`config.mk`:
```
export PLATFORM = sky130hd
export DESIGN_NAME = hazard_control_unit
export DESIGN_NICKNAME = d
export VERILOG_FILES = /design/src/rtl/hazard_control_unit.sv
export SDC_FILE = /design/constraint.sdc
export NUM_CORES = 1
export LEC_CHECK = 0
export ABC_AREA = 1
export BUFFER_PORTS_ARGS = -buffer_cell sky130_fd_sc_hd__clkbuf_2
export CELL_PAD_IN_SITES_DETAIL_PLACEMENT = 0
export CELL_PAD_IN_SITES_GLOBAL_PLACEMENT = 1
export CORE_MARGIN = 2
export CORE_UTILIZATION = 42
export CTS_CLUSTER_DIAMETER = 100
export DETAILED_ROUTE_END_ITERATION = 16
export GPL_ROUTABILITY_DRIVEN = 0
export GPL_TIMING_DRIVEN = 0
export PLACE_DENSITY_LB_ADDON = 0.2
export SYNTH_ARGS = -nofsm -noshare
export SYNTH_HDL_FRONTEND = slang
export SYNTH_SLANG_ARGS = --single-unit
```
`constraint.sdc`:
```
create_clock -name clock -period 3.96 [get_ports clock]
set_input_delay 1.188 -clock clock [delete_from_list [all_inputs] [get_ports clock]]
set_output_delay 1.188 -clock clock [all_outputs]
set_load 0.01 [all_outputs]
```
`src/rtl/hazard_control_unit.sv`:
```
// hazard_control_unit: pipeline stall/flush sequencing for load-use, taken branches and data-memory waits
module hazard_control_unit #(
    parameter int FLUSH_CYCLES = 1,
    parameter int MEM_TIMEOUT  = 255,
    parameter int CNT_W        = 32
) (
    input  logic             clock,
    input  logic             reset,
    input  logic             id_ex_mem_read,
    input  logic [4:0]       id_ex_rd,
    input  logic [4:0]       if_id_rs1,
    input  logic [4:0]       if_id_rs2,
    input  logic             if_id_uses_rs2,
    input  logic             branch_taken,
    input  logic             dmem_req,
    input  logic             dmem_ready,
    output logic             pc_write,
    output logic             if_id_write,
    output logic             if_id_flush,
    output logic             id_ex_stall,
    output logic             id_ex_flush,
    output logic             ex_mem_stall,
    output logic             mem_timeout,
    output logic [CNT_W-1:0] stall_cycles,
    output logic [CNT_W-1:0] flush_events
);
    typedef enum logic [1:0] {RUN, FLUSH, MEM_WAIT} state_t;
    localparam logic [3:0]  FC = 4'(FLUSH_CYCLES);
    localparam logic [15:0] MT = 16'(MEM_TIMEOUT);
    state_t      state, state_nx;
    logic        ret_flush, ret_flush_nx;
    logic [3:0]  flush_cnt, flush_cnt_nx;
    logic [15:0] wait_cnt, wait_cnt_nx;
    logic        accept_branch;
    logic        mem_busy, load_use, eff_flush;
    assign mem_busy  = dmem_req & ~dmem_ready;
    assign load_use  = id_ex_mem_read & (id_ex_rd != 5'd0) &
                       ((id_ex_rd == if_id_rs1) | (if_id_uses_rs2 & (id_ex_rd == if_id_rs2)));
    // a released memory wait resumes whichever sequence it interrupted
    assign eff_flush = (state == FLUSH) | ((state == MEM_WAIT) & ret_flush);
    // priority chain: reset > mem_busy > branch > flush sequence > load-use > normal
    always_comb begin
        state_nx      = state;
        ret_flush_nx  = ret_flush;
        flush_cnt_nx  = flush_cnt;
        wait_cnt_nx   = '0;
        accept_branch = 1'b0;
        pc_write      = 1'b1;
        if_id_write   = 1'b1;
        if_id_flush   = 1'b0;
        id_ex_stall   = 1'b0;
        id_ex_flush   = 1'b0;
        ex_mem_stall  = 1'b0;
        if (reset) begin
            pc_write    = 1'b0;
            if_id_write = 1'b0;
            if_id_flush = 1'b1;
            id_ex_flush = 1'b1;
        end else if (mem_busy) begin
            pc_write     = 1'b0;
            if_id_write  = 1'b0;
            id_ex_stall  = 1'b1;
            ex_mem_stall = 1'b1;
            state_nx     = MEM_WAIT;
            ret_flush_nx = (state == MEM_WAIT) ? ret_flush : (state == FLUSH);
            wait_cnt_nx  = (wait_cnt >= MT) ? wait_cnt : wait_cnt + 16'd1;
        end else if (branch_taken) begin
            if_id_flush   = 1'b1;
            id_ex_flush   = 1'b1;
            accept_branch = 1'b1;
            state_nx      = (FC != 4'd0) ? FLUSH : RUN;
            flush_cnt_nx  = FC;
        end else if (eff_flush) begin
            if_id_flush  = 1'b1;
            id_ex_flush  = 1'b1;
            state_nx     = (flush_cnt <= 4'd1) ? RUN : FLUSH;
            flush_cnt_nx = (flush_cnt == 4'd0) ? 4'd0 : flush_cnt - 4'd1;
        end else if (load_use) begin
            pc_write    = 1'b0;
            if_id_write = 1'b0;
            id_ex_flush = 1'b1;
            state_nx    = RUN;
        end else begin
            state_nx = RUN;
        end
    end
    // state, wait tracking, sticky timeout and saturating performance counters
    always_ff @(posedge clock) begin
        if (reset) begin
            state        <= RUN;
            ret_flush    <= 1'b0;
            flush_cnt    <= '0;
            wait_cnt     <= '0;
            mem_timeout  <= 1'b0;
            stall_cycles <= '0;
            flush_events <= '0;
        end else begin
            state     <= state_nx;
            ret_flush <= ret_flush_nx;
            flush_cnt <= flush_cnt_nx;
            wait_cnt  <= wait_cnt_nx;
            if (mem_busy && wait_cnt_nx >= MT)
                mem_timeout <= 1'b1;
            if (!pc_write && stall_cycles != '1)
                stall_cycles <= stall_cycles + 1'b1;
            if (accept_branch && flush_events != '1)
                flush_events <= flush_events + 1'b1;
        end
    end
endmodule
```
==> summary.txt <==
DRC: 0
# port buffers: 92
Overflow after GRT: 0
die height: 117 um
clk root buf: clkbuf_16
synthesis-to-finish area growth: 17.6%
initial drt markers: 312
RSZ-0062 raised after global routing: no
TritonCTS Buffers: 9
fin crit period: 3.69 ns
TritonCTS Sinks: 88
CP max FO: 17
fin. max-slew vios: 0
vias per cell: 4.87
antenna fix cells: 0
Req. time, crit path: 2.77 ns
setup tns final: 0 ns
WHS: 0.447 ns
H-tree levels: 3
WL final: 14900 um
endpoint type of the worst setup path: output port
Cell variety after synth: 35
share of cells above drive strength 1: 14.1%
Final #Nets: 999
syn nets: 897
Post-CTS Resized: 0
post-CTS setup buffers: 0
largest net degree at the start of global routing: 18
worst slew pin tran: 0.579 ns
P per Cell Area: 292 nW/um^2
top-count cell post-synth: nand2_1
outcome: complete, no violations
leading cell types by count after synthesis: nand2_1 (290), nor2_1 (120), dfxtp_1 (88), inv_1 (85), nand3_1 (64)
HP Class: reg2reg
GRT Total Usage: 22.7%
Adder-Cell Fraction of Synth Area: 0.699%
die width: 117 um
Netlist Area Pre-Place: 5370 sq um
starting density of the core: 42.7%
top cell type's share of synthesized area: 32.8%
Mapped Cells: 872
Die ar.: 13700 sq um
Post-Synth XOR/XNOR Area: 6.36%
Max-slew headroom: 61.4%
Clk Latency, worst-skew pair: 0.35 ns
global-route wire length before repair: 24400 um
post-synthesis sequential area ratio: 32.8%
placed cells: 1136
WS Path Type: in2out
VDD IR max: 0.185 mV
Post-Synth Simple-Gate Area: 43.5%
Most used DFF post-synth: dfxtp_1
P_leak: 0.00264 uW
CTS tree: yes
Worst Path Arrival: 2.51 ns
fmax: 271 MHz
clock-pin slew on the worst setup and hold paths: 0.06 ns
post-DP HPWL: 11700 um
Core Footprint: 12600 sq um
Fin. Hold Viols: 0
WL/cell: 13.0 um
vias in the first global route: 4876
initial antenna violation count: 0
Final ANT Viol Nets: 0
Clock Path Buffers: 2
EDFF count, synth: 0
length of the first detailed-routing pass in iterations: 5
maxcap violations: 0
FP Rows: 41
Yosys reg bits: 88
Final Skew: 0.00641 ns
largest family of logic cells by synthesized area: simple AND/OR/NAND/NOR gates
Synth area leaders: dfxtp_1 (33%), nand2_1 (20%), nor2_1 (8.4%)
Mapped Avg Cell Area: 6.16 sq um
compound-cell area share of the yosys netlist: 7.50%
post-synthesis mux area share: 0%
Setup crit start kind: input port
setup violators final: 0
I/O pin count: 93
period utilisation layout: 93.3%
Vias: 5599
Synth async-reset ratio: 0%
hold buffer count at cts: 0
yosys warns: 0
Yosys top cell by area: dfxtp_1
Non-Filler Instances: 1150
-- layout make-up --
type	count	area (sq um)
buffer	25	146
clock buffer	13	260
clock inverter	2	15.0
fill	1371	6250
inverter	90	338
multi-input combinational	668	3120
sequential	88	1760
tap	172	215
timing repair buffer	92	460
-- metrics by stage --
| step | utilization [%] | cell area (sq um) | power (uW) | setup WS (ns) |
|---|---|---|---|---|
| 5_1_grt | 50.3 | 6320 | 1920 | 0.0416 |
| 2_1_floorplan | - | 5370 | 999 | 0.445 |
| 3_3_place_gp | 48.1 | 6040 | 1050 | -0.0533 |
| 4_1_cts | 50.3 | 6320 | 1860 | 0.247 |
| 6_report | 50.3 | 6320 | 1850 | 0.266 |
| 3_5_place_dp | 48.1 | 6040 | 1050 | -0.0457 |
-- state kept, by name (all words and copies together), names as in the netlist --
signal,flops
mem_timeout,1
state,2
stall_cycles,32
wait_cnt,16
ret_flush,1
flush_events,32
flush_cnt,4
-- per-layer routing --
metal  track usage [%]  wire length, um  vias to the layer above
met5                 0                0                        -
met4              7.53              337                        0
met3              5.05              741                       21
met2              34.7             6610                      135
met1              31.8             7260                     2464
li1                  -                -                     2979
-- path summary, 6_finish.rpt --
check	startpoint	end	slack, ns	depth (start not counted)
hold reg to reg	wait_cnt[15]	wait_cnt[15]	0.45	2
hold / removal	wait_cnt[15]	wait_cnt[15]	0.45	2
setup reg to reg	stall_cycles[0]	stall_cycles[28]	1.63	10
setup / recovery	id_ex_rd[0]	pc_write	0.27	12
-- worst max-delay path: stages --
cell and delay, ns:
clkbuf_2 0.08, inv_1 0.07, nand2_1 0.06, nand2_1 0.05
nor2_1 0.12, nand3_1 0.08, nand2_1 0.10, nand3_1 0.09
nand2_2 0.30, inv_1 0.10, buf_4 0.14, clkbuf_2 0.11
-- report_power, final --
part,leakage [uW],switching [uW],internal (uW)
logic,0.00181,82.2,42.3
registers,0.000710,9.05,891
clock network,0.000128,363,457
-- cell usage in the layout, fill, tap and decap left out, types with 2 or more instances in the layout --
master	count
nor2_2	3
xnor2_1	11
ha_1	3
nand4_1	15
nand3b_1	12
clkbuf_1	8
inv_1	85
xor2_1	28
a21oi_1	61
clkbuf_8	2
o21ai_0	12
nor2_1	120
buf_6	4
clkbuf_16	9
dfxtp_1	88
and3_1	2
nand2_1	290
nor3b_1	3
nor3_2	2
buf_2	9
nor3_1	28
buf_4	3
nand2_2	4
clkbuf_2	92
nand3_1	64
buf_1	3
clkinvlp_4	2
inv_2	4
-- cells by family after synthesis --
family,count (synthesis)
adder cells (fa/ha/maj),3
XOR/XNOR,39
AO/OA/AOI/OAI,78
buffers and inverters,116
flip-flops,88
AND/OR/NAND/NOR,548
Note: power is estimated with default switching activity, not from simulation.
